File: src/rtl/button_debouncer.sv
`default_nettype none
// ============================================================================
// Module   : button_debouncer
// Brief    : Synchronizes and debounces a raw button level into a clean level
//            plus one-cycle press/release strobes. Optional auto-repeat strobe
//            enabled by defining BUTTON_DEBOUNCER_REPEAT_EN.
// Revision : 1.0 - initial release
// ============================================================================
module button_debouncer #(
    parameter int SYNC_STAGES     = 2,
    parameter int DEBOUNCE_CYCLES = 1000,
    parameter int CNT_W           = 16,
    parameter int REPEAT_DELAY    = 50000,
    parameter int REPEAT_PERIOD   = 10000
) (
    input  logic clk,
    input  logic rst,
    input  logic btn_in,
    output logic btn_level,
    output logic btn_press,
    output logic btn_release,
    output logic btn_repeat
);

    typedef enum logic [1:0] {
        LOW      = 2'd0,
        RISE_CHK = 2'd1,
        HIGH     = 2'd2,
        FALL_CHK = 2'd3
    } state_t;

    localparam logic [CNT_W-1:0] c_deb_last = CNT_W'(DEBOUNCE_CYCLES - 1);
    localparam logic [CNT_W-1:0] c_one      = CNT_W'(1);

    generate
        if (SYNC_STAGES < 2 || DEBOUNCE_CYCLES < 2 || REPEAT_DELAY < 1 ||
            REPEAT_PERIOD < 1 || $clog2(DEBOUNCE_CYCLES) > CNT_W ||
            $clog2(REPEAT_DELAY) > CNT_W || $clog2(REPEAT_PERIOD) > CNT_W) begin : g_bad_params
            $error("button_debouncer: illegal parameter combination");
        end
    endgenerate

    logic [SYNC_STAGES-1:0] r_sync;
    logic [CNT_W-1:0]       r_cnt;
    state_t                 r_state;
    logic                   w_sync;
    logic                   w_rise_accept;
    logic                   w_fall_accept;

    assign w_sync        = r_sync[SYNC_STAGES-1];
    assign w_rise_accept = (r_state == RISE_CHK) && w_sync  && (r_cnt == c_deb_last);
    assign w_fall_accept = (r_state == FALL_CHK) && !w_sync && (r_cnt == c_deb_last);

    always_ff @(posedge clk) begin
        if (rst) begin
            r_sync      <= '0;
            r_cnt       <= '0;
            r_state     <= LOW;
            btn_level   <= 1'b0;
            btn_press   <= 1'b0;
            btn_release <= 1'b0;
        end else begin
            r_sync      <= {r_sync[SYNC_STAGES-2:0], btn_in};
            btn_press   <= 1'b0;
            btn_release <= 1'b0;
            case (r_state)
                LOW: begin
                    if (w_sync) begin
                        r_state <= RISE_CHK;
                        r_cnt   <= '0;
                    end
                end
                RISE_CHK: begin
                    // Any reversal during the check throws away the count.
                    if (!w_sync) begin
                        r_state <= LOW;
                        r_cnt   <= '0;
                    end else if (w_rise_accept) begin
                        r_state   <= HIGH;
                        r_cnt     <= '0;
                        btn_level <= 1'b1;
                        btn_press <= 1'b1;
                    end else begin
                        r_cnt <= r_cnt + c_one;
                    end
                end
                HIGH: begin
                    if (!w_sync) begin
                        r_state <= FALL_CHK;
                        r_cnt   <= '0;
                    end
                end
                FALL_CHK: begin
                    if (w_sync) begin
                        r_state <= HIGH;
                        r_cnt   <= '0;
                    end else if (w_fall_accept) begin
                        r_state     <= LOW;
                        r_cnt       <= '0;
                        btn_level   <= 1'b0;
                        btn_release <= 1'b1;
                    end else begin
                        r_cnt <= r_cnt + c_one;
                    end
                end
                default: begin
                    r_state <= LOW;
                    r_cnt   <= '0;
                end
            endcase
        end
    end

`ifdef BUTTON_DEBOUNCER_REPEAT_EN
    localparam logic [CNT_W-1:0] c_delay_last  = CNT_W'(REPEAT_DELAY - 1);
    localparam logic [CNT_W-1:0] c_period_last = CNT_W'(REPEAT_PERIOD - 1);

    logic [CNT_W-1:0] r_rcnt;
    logic             r_rfirst;

    // Timing runs through FALL_CHK so a rejected release glitch keeps the cadence.
    always_ff @(posedge clk) begin
        if (rst) begin
            r_rcnt     <= '0;
            r_rfirst   <= 1'b1;
            btn_repeat <= 1'b0;
        end else begin
            btn_repeat <= 1'b0;
            if (w_rise_accept || w_fall_accept) begin
                r_rcnt   <= '0;
                r_rfirst <= 1'b1;
            end else if (r_state == HIGH || r_state == FALL_CHK) begin
                if (r_rcnt == (r_rfirst ? c_delay_last : c_period_last)) begin
                    r_rcnt     <= '0;
                    r_rfirst   <= 1'b0;
                    btn_repeat <= 1'b1;
                end else begin
                    r_rcnt <= r_rcnt + c_one;
                end
            end else begin
                r_rcnt   <= '0;
                r_rfirst <= 1'b1;
            end
        end
    end
`else
    assign btn_repeat = 1'b0;
`endif

endmodule
`default_nettype wire

File: config.mk
export PLATFORM = sky130hd
export DESIGN_NAME = button_debouncer
export DESIGN_NICKNAME = d
export VERILOG_FILES = /design/src/rtl/button_debouncer.sv
export SDC_FILE = /design/constraint.sdc
export NUM_CORES = 1
export LEC_CHECK = 0
export BUFFER_PORTS_ARGS = -buffer_cell sky130_fd_sc_hd__buf_2
export CORE_MARGIN = 4
export CORE_UTILIZATION = 40
export DETAILED_ROUTE_END_ITERATION = 12
export HOLD_SLACK_MARGIN = 0.02
export PLACE_DENSITY_LB_ADDON = 0.2
export SYNTH_ARGS = -nofsm -noshare
export SYNTH_HDL_FRONTEND = slang
export SYNTH_SLANG_ARGS = --single-unit
File: constraint.sdc
create_clock -name clk -period 3 [get_ports clk]
set_clock_uncertainty 0.2 [all_clocks]
set_input_delay 0.15 -clock clk [delete_from_list [all_inputs] [get_ports clk]]
set_output_delay 0.15 -clock clk [all_outputs]
set_load 0.02 [all_outputs]
### Yosys cells after proc, flatten, opt, wreduce, memory -nomap -nowiden

Cells that the tools add are included.
W data, S select, Z words.

| storage, ports and cells | value |
|---|---|
| bits in registers | 23 |
| input bits | 3 |
| output and inout port bits | 4 |

| cells by class | value |
|---|---|
| add/sub/neg operators | 1 |
| eq/ne operators | 12 |
| multiplexer cells | 21 |
| bitwise operators | 3 |
| reductions and logical operators | 12 |

Operator list:

| cell | count |
|---|---|
| $mux W16 | 6 |
| $pmux W16 S4 | 1 |
| $add A16 B1 Y16 const B | 1 |
| $eq A16 B10 Y1 const B | 1 |
| $mux W2 | 6 |
| $ne A2 B2 Y1 const B | 6 |
| $pmux W2 S4 | 1 |
| $mux W1 | 6 |
| $ne A3 B3 Y1 const B | 2 |
| $reduce_or A3 Y1 | 2 |
| $reduce_and A5 Y1 | 1 |
| $eq A2 B2 Y1 const B | 2 |
| $logic_and A1 B1 Y1 | 4 |
| $reduce_and A4 Y1 | 1 |
| $not A1 Y1 | 3 |
| $eq A2 B1 Y1 const B | 1 |
| $logic_not A2 Y1 | 1 |
| $pmux W1 S2 | 1 |
| $reduce_and A2 Y1 | 1 |
| $reduce_bool A2 Y1 | 1 |
| $logic_not A1 Y1 | 1 |

### Depth between registers and ports, before layout

Gate-level depths: netlist (run 1).

| logic depth | value |
|---|---|
| depth in word-level cells | 6 |
| mapped depth | 6 |
| gate-level depth less buffers | 5 |

### Worst setup path before layout (run 1)

No wires, ideal clock.

| timing | value |
|---|---|
| kind | reg-to-reg |
| start point | reg r_cnt[0] |
| end point | reg r_cnt[1] |
| setup time | 128 ps |
| arrival | 1419 ps |
| setup slack | 1254 ps |
| stages on the path, launching flop included | 7 |
| path buffers | 1 |
| clock period less this slack | 1746 ps |
| cell sequence | dfxtp_1 -> ha_1 -> and4b_1 -> nand4_2 -> buf_6 -> a32oi_1 -> nor2_1 |

| between the ends | value |
|---|---|
| word-level cells in the longest chain between the ends | 5 |

Ends and longest elaborated chain:

| element | line | text |
|---|---|---|
| start, declared | 44 | `logic [CNT_W-1:0] r_cnt;` |
| start signal, assigned | 84 | `r_cnt <= r_cnt + c_one;` |
| start signal, assigned | 103 | `r_cnt <= r_cnt + c_one;` |
| parallel branches: the longest is 4 deep, another holds $add A16 B1 Y16 | - |  |
| $pmux W16 S4 * | 66 | `case (r_state)` |

Mark *: on every way between the ends.
A chain may end at the register's enable or synchronous reset.

### Final worst setup path (run 1)

| timing | value |
|---|---|
| start point | reg r_cnt[0] |
| end point | reg r_cnt[8] |

Same word-level chain as after synthesis.

==> flow_metrics.env, run 1 <==
export IMPL_rows=20
export IMPL_totalPowerFinal_uw=492.6
export IMPL_initial_utilization_pct=41.84
export IMPL_yosys_area_share_simple_pct=32.81
export IMPL_yosys_area_share_xor_xnor_pct=2.742
export IMPL_critPathBufInv=0
export IMPL_cts_resized_gates=0
export IMPL_seqPwrFrac_pct=63.6
export IMPL_clk_latency_ps=310
export IMPL_synthAdderAreaFrac_pct=0.9794
export IMPL_synth_compound_area_share_pct=15.77
export IMPL_synthesis_area_um2=1277
export IMPL_p_int_uw=373.0
export IMPL_criticalPathCategory="reg2reg"
export IMPL_timing_final_crit_share_pct=76.27
export IMPL_gr_total_overflow=0
export IMPL_synthMuxAreaShare_pct=2.351
export IMPL_grt_max_degree=28
export IMPL_final_seq_area_um2=460.4
export IMPL_via_count=1135
export IMPL_io_pins=7
export IMPL_cellPowerDensity_nw_per_um2=369.3
export IMPL_p_leak_uw=0.0004330
export IMPL_synthTopCellsByArea="dfxtp_1 (36%), a31oi_1 (6.4%), nand4_1 (5.4%)"
export IMPL_reg2reg_depth=5
export IMPL_place_congestion=0.8201
export IMPL_critical_path_max_stage_delay_ps=540
export IMPL_drtIter0Drc=82
export IMPL_worst_path_stages=5
export IMPL_post_cts_buffers=0
export IMPL_p_sw_uw=119.5
export IMPL_port_buffers=5
export IMPL_synth_nets=154
export IMPL_cts_buffers=3
export IMPL_p_clk_share_pct=29.6
export IMPL_cp_required_ps=3010
export IMPL_synth_most_common_cell="dfxtp_1"
export IMPL_setup_violations=0
export IMPL_end_kind="register"
export IMPL_antenna_found_initial=0
export IMPL_clock_tree_root_cell="clkbuf_4"
export IMPL_tritoncts="built"
export IMPL_drcViolationCount=0
export IMPL_hold_depth=1
export IMPL_hp_class="reg2reg"
export IMPL_fmax_mhz=437.0
export IMPL_wl_per_cell_um=14.11
export IMPL_worstMarginPinSlew_ps=676.3
export IMPL_diodes=0
export IMPL_cts_buffer_depth=2
export IMPL_grt_pass1_vias=1042
export IMPL_cts_clk_slew_worst_paths_ps=140
export IMPL_crit_family="simple AND/OR/NAND/NOR gates"
export IMPL_routed_wl_um=2724
export IMPL_synth_area_leader_cell="dfxtp_1"
export IMPL_fin_tns_setup_ps=0
export IMPL_dp_final_hpwl_um=1903
export IMPL_rsz0062_at_grt="false"
export IMPL_nNetsFinal=154
export IMPL_critPathLaunchType="register"
export IMPL_first_pass_iters=4
export IMPL_ys_seq_area_share_pct=36.04
export IMPL_grtUsageTotal_pct=14.25
export IMPL_dieWidth_um=64.51
export IMPL_drive_above_1_share_pct=9.396
export IMPL_synth_cells=150
export IMPL_pwr_share_comb_pct=6.9
export IMPL_critPathMaxFanout=27
export IMPL_slew_headroom_pct=54.81
export IMPL_multi_input_area_um2=701.9
export IMPL_synth_top_family_by_area="simple AND/OR/NAND/NOR gates"
export IMPL_holdBufCountCts=3
export IMPL_grt_pass1_wl_um=4843
export IMPL_htreeDepth=1
export IMPL_avgViaCountPerCell=5.881
export IMPL_critPathSlowestCell="nand4_2"
export IMPL_synth_commonest_cells="dfxtp_1 (23), a31oi_1 (13), nand4_1 (11), nand2_1 (10), nand3_1 (10)"
export IMPL_cp_arrival_ps=2300
export IMPL_antenna_left=0
export IMPL_ir_drop_v=0.0001812
export IMPL_dieHeight_um=64.51
export IMPL_syn_mean_instance_area_um2=8.516
export IMPL_fp_dieArea_um2=4162
export IMPL_report_final_slew_viol_count=0
export IMPL_area_growth_syn_to_layout_pct=4.408
export IMPL_fp_coreArea_um2=3053
export IMPL_async_flop_share_pct=0
export IMPL_synth_cell_types=42
export IMPL_ys_ff_latch=23
export IMPL_clock_sinks=23
export IMPL_status="finished, final reports clean"
export IMPL_ys_flop_type="dfxtp_1"
export IMPL_worstPathCellList="ha_1 > and4b_1 > nand4_2 > a41oi_1 > a31oi_1"
export IMPL_min_period_ps=2288
export IMPL_synth_edf_count=0
export IMPL_maxCapViolCount=0
export IMPL_synth_top_area_share_pct=36.04
export IMPL_hold_viol_final=0
export IMPL_n_fill_cell=325
export IMPL_switching_share_pct=24.26
export IMPL_ys_warn_count=0
state kept, by name, summed over array words and instances (netlist names), named ones only:
| register | count |
|---|---|
| btn_level | 1 |
| btn_press | 1 |
| btn_release | 1 |
| r_state | 1 |
| r_cnt | 16 |
| r_sync | 2 |
power by group through the flow:
stage | Clock, uW | Combinational (uW) | Sequential (uW)
after floorplan | 0 | 20.2 | 321
after global placement | 0 | 30.1 | 320
after detailed placement | 0 | 31.2 | 320
after CTS | 152 | 34.2 | 313
after global routing | 167 | 37.9 | 314
final | 146 | 33.8 | 313
area by class of cell:
class	count	area share [%]
Tap cell	44	4.128
Timing Repair Buffer	10	5.253
Inverter	5	1.407
Clock buffer	3	1.689
Multi-Input combinational cell	107	52.63
Sequential cell	23	34.52
Clock inverter	1	0.3752
path summary, 6_finish.rpt:
check            start         to  slack (ps)
max           r_cnt[0]   r_cnt[8]         710
min          r_sync[0]  r_sync[1]         280
max reg2reg   r_cnt[0]   r_cnt[8]         710
min reg2reg  r_sync[0]  r_sync[1]         280
routing by layer:
metal	GRT usage [%]	wire length, um
met1	19.98	1343
met2	22.29	1277
met3	1.560	82
met4	5.541	21
met5	0	0
worst register-to-register path, cell delays in order (launching register included):
cell     delay [ps]
dfxtp_1         430
ha_1            280
and4b_1         230
nand4_2         540
a41oi_1         450
a31oi_1          60
per-stage QoR:
stage	util, %	std cells	cell area [um^2]	hold slack [ps]	setup WS (ps)
6_report	43.69	193	1334	284.3	711.8
5_1_grt	43.69	193	1334	310.8	528.3
4_1_cts	43.69	193	1334	273.9	726.8
3_5_place_dp	41.80	186	1276	199.1	751.1
3_3_place_gp	41.80	186	1276	176.0	771.1
2_1_floorplan	-	150	1277	78.18	1254
cell families (layout without fill, tap and decap cells):
logic type               count (synthesis)  in the layout
other                                    1              1
AND/OR/NAND/NOR                         68             68
AO/OA/AOI/OAI                           30             30
flip-flops                              23             23
adder cells (fa/ha/maj)                  1              1
buffers and inverters                   20             19
multiplexers                             3              3
XOR/XNOR                                 4              4
cells in the final DEF (no fill, tap or decap), drive strengths merged, types with 2 or more instances in the layout:
cell type	n
a211oi	2
a21oi	3
a31oi	13
a41oi	4
and3	4
and4	6
buf	7
clkbuf	3
dfxtp	23
dlygate4sd3	3
inv	5
mux2i	3
nand2	10
nand2b	2
nand3	10
nand3b	3
nand4	12
nor2	6
nor2b	2
nor3	3
nor4	4
o21ai	3
xor2	3
(Power assumes the default switching activity.)
==> inputs of run 2 (changes only) <==
--- a/config.mk
+++ b/config.mk
@@ -5,6 +5,7 @@
 export SDC_FILE = /design/constraint.sdc
 export NUM_CORES = 1
 export LEC_CHECK = 0
+export ABC_AREA = 1
 export BUFFER_PORTS_ARGS = -buffer_cell sky130_fd_sc_hd__buf_2
 export CORE_MARGIN = 4
 export CORE_UTILIZATION = 40
==> constraint.sdc (replaced) <==
create_clock -name clk -period 2.4 [get_ports clk]
set_clock_uncertainty 0.2 [all_clocks]
set_input_delay 0.12 -clock clk [delete_from_list [all_inputs] [get_ports clk]]
set_output_delay 0.12 -clock clk [all_outputs]
set_load 0.02 [all_outputs]
==> run 2 against run 1 <==
  * Count of clock-buffer cells in the layout stayed put
  * Power is 23% higher
  * Setup slack worse by 100 ps
  * Worst hold slack worse by 66 ps
  * Combinational power is 17% lower
  * Synthesized cell count is 35% higher
  * Via count is 5.6% higher
  * Critical path type unchanged
  * Critical endpoint is now r_cnt[3]
  * Largest power group unchanged
==> flow_metrics.env, run 2 <==
export IMPL_tritoncts="built"
export IMPL_critPathMaxFanout=13
export IMPL_antenna_found_initial=0
export IMPL_p_clk_share_pct=31.5
export IMPL_drcViolationCount=0
export IMPL_synthesis_area_um2=1328
export IMPL_grt_pass1_vias=1197
export IMPL_min_period_ps=1789
export IMPL_worst_path_stages=8
export IMPL_nNetsFinal=215
export IMPL_routed_wl_um=2845
export IMPL_fin_tns_setup_ps=0
export IMPL_setup_violations=0
export IMPL_dieHeight_um=65.61
export IMPL_synth_top_area_share_pct=34.68
export IMPL_critPathLaunchType="register"
export IMPL_regMostFlops="r_cnt"
export IMPL_clk_latency_ps=330
export IMPL_switching_share_pct=24.56
export IMPL_p_leak_uw=0.0005249
export IMPL_synthTopCellsByArea="dfxtp_1 (35%), nand2_1 (16%), nor2_1 (7.1%)"
export IMPL_cp_required_ps=2460
export IMPL_p_int_uw=455.4
export IMPL_fmax_mhz=558.9
export IMPL_critical_path_max_stage_delay_ps=380
export IMPL_clock_tree_root_cell="clkbuf_4"
export IMPL_maxCapViolCount=0
export IMPL_hold_slack_ps=218.7
export IMPL_n_fill_cell=336
export IMPL_crit_family="compound AO/OA/AOI/OAI gates"
export IMPL_grt_max_degree=17
export IMPL_via_count=1198
export IMPL_post_route_util_pct=46.33
export IMPL_worstPathCellList="ha_1 > nand2_1 > inv_2 > nand2_1 > nor2_2 > a21oi_4 > nand3_1 > a21oi_1"
export IMPL_cts_clk_slew_worst_paths_ps=130
export IMPL_synth_edf_count=0
export IMPL_wl_per_cell_um=11.20
export IMPL_final_common_cell="nand2_1"
export IMPL_critPathBufInv=1
export IMPL_largest_reg_flops=16
export IMPL_area_growth_syn_to_layout_pct=8.294
export IMPL_place_congestion=0.9352
export IMPL_hp_class="reg2reg"
export IMPL_ys_warn_count=0
export IMPL_ir_drop_v=0.0002280
export IMPL_cellPowerDensity_nw_per_um2=419.8
export IMPL_p_sw_uw=148.2
export IMPL_rows=20
export IMPL_avgViaCountPerCell=4.717
export IMPL_seqPwrFrac_pct=63.9
export IMPL_end_kind="register"
export IMPL_status="finished, final reports clean"
export IMPL_timing_final_crit_share_pct=74.55
export IMPL_final_cell_mix="nand2_1 (56), nor2_1 (25), dfxtp_1 (23), inv_1 (20), nand3_1 (13)"
export IMPL_htreeDepth=1
export IMPL_synth_nets=206
export IMPL_drtIter0Drc=30
export IMPL_reg_top3="r_cnt x16, r_sync x2"
export IMPL_gr_total_overflow=0
export IMPL_dp_final_hpwl_um=2103
export IMPL_hold_viol_final=0
export IMPL_syn_mean_instance_area_um2=6.572
export IMPL_synth_most_common_cell="nand2_1"
export IMPL_crit_path_frequent_cell="nand2_1"
export IMPL_synth_cells=202
export IMPL_first_pass_iters=6
export IMPL_critPathSlowestCell="a21oi_4"
export IMPL_cts_buffer_depth=2
export IMPL_port_buffers=5
export IMPL_ys_seq_area_share_pct=34.68
export IMPL_pwr_share_comb_pct=4.6
export IMPL_ys_flop_type="dfxtp_1"
export IMPL_grt_pass1_wl_um=5161
export IMPL_ys_ff_latch=23
export IMPL_io_pins=7
export IMPL_fp_coreArea_um2=3103
export IMPL_antenna_left=0
export IMPL_async_flop_share_pct=0
export IMPL_clock_sinks=23
export IMPL_drive_above_1_share_pct=18.57
export IMPL_rsz0062_at_grt="false"
export IMPL_hold_depth=2
export IMPL_diodes=0
export IMPL_cp_arrival_ps=1840
export IMPL_report_final_slew_viol_count=0
export IMPL_dieWidth_um=65.61
export IMPL_synth_commonest_cells="nand2_1 (56), nor2_1 (25), dfxtp_1 (23), inv_1 (20), nand3_1 (13)"
export IMPL_synth_area_leader_cell="dfxtp_1"
export IMPL_reg2reg_depth=8
export IMPL_grtUsageTotal_pct=15.29
export IMPL_fp_dieArea_um2=4305
export IMPL_cts_buffers=3
export IMPL_criticalPathCategory="reg2reg"
export IMPL_initial_utilization_pct=42.78
export IMPL_synth_cell_types=30
export IMPL_post_cts_buffers=0
[run 2: cell types whose count changed in the layout (fill, tap and decap cells not counted), moves of 5 or more]
cell	before	now
nand4_1	11	2
nor2_1	6	25
nand2_2	0	7
nor2_2	0	5
inv_1	5	20
nand2_1	10	56
a31oi_1	13	0
inv_2	0	6
and4_1	6	0
a21oi_1	3	11
[run 2: metal layers]
layer / share of wire (%) / track usage [%] / up-vias
li1: - / - / 647
met1: 48 / 18.89 / 527
met2: 48 / 26.93 / 20
met3: 3.5 / 2.051 / 4
met4: 1.2 / 5.440 / 0
met5: 0 / 0 / -
[run 2: power by group through the flow]
stage               combinational, uW  clock (uW)  sequential, uW
floorplan                        19.3           0             394
global placement                 24.1           0             394
detailed placement               24.3           0             394
CTS                              28.0         198             386
global route                     31.7         215             386
finish                           27.9         190             386
[run 2: repair_timing]
action,in CTS,in global routing
hold buffers,3,0
endpoints found under the hold margin,12,0
resized for setup,0,0
[run 2: worst register-to-register path, stage by stage, from the launching register on]
cell and delay [ps]:
dfxtp_1 360, ha_1 200, nand2_1 100, inv_2 60, nand2_1 100, nor2_2 60
a21oi_4 380, nand3_1 140, a21oi_1 140
[run 2: cell type report]
class | count | area (um^2) | area share (%)
clock buffer | 3 | 22.52 | 1.567
inverter | 27 | 101.3 | 7.050
multi-input combinational | 148 | 738.2 | 51.35
sequential | 23 | 460.4 | 32.03
timing repair buffer | 8 | 55.05 | 3.829
clock inverter | 1 | 5.005 | 0.3481
tap | 44 | 55.05 | 3.829
[run 2: path summary, 6_finish.rpt]
path | startpoint | slack [ps] | endpoint
min reg2reg | r_sync[0] | 220 | r_sync[1]
max | r_cnt[1] | 610 | r_cnt[3]
min | r_sync[0] | 220 | r_sync[1]
max reg2reg | r_cnt[1] | 610 | r_cnt[3]
[run 2: logic make-up (layout without fill, tap and decap cells)]
group                    count (synthesis)  in the layout  synth area share, %
flip-flops                              23             23                34.68
buffers and inverters                   31             39                9.707
other                                    1              1               0.2825
AO/OA/AOI/OAI                           29             29                13.76
adder cells (fa/ha/maj)                  1              1               0.9424
AND/OR/NAND/NOR                        116            116                39.96
XOR/XNOR                                 1              1               0.6599
[run 2: per-stage QoR]
stage,power (uW),setup slack (ps),area (um^2),cells
2_1_floorplan,412.9,896.2,1328,202
3_3_place_gp,418.0,714.4,1380,247
3_5_place_dp,418.2,634.2,1380,247
4_1_cts,611.7,629.3,1438,254
5_1_grt,632.8,426.4,1438,254
6_report,603.6,610.9,1438,254
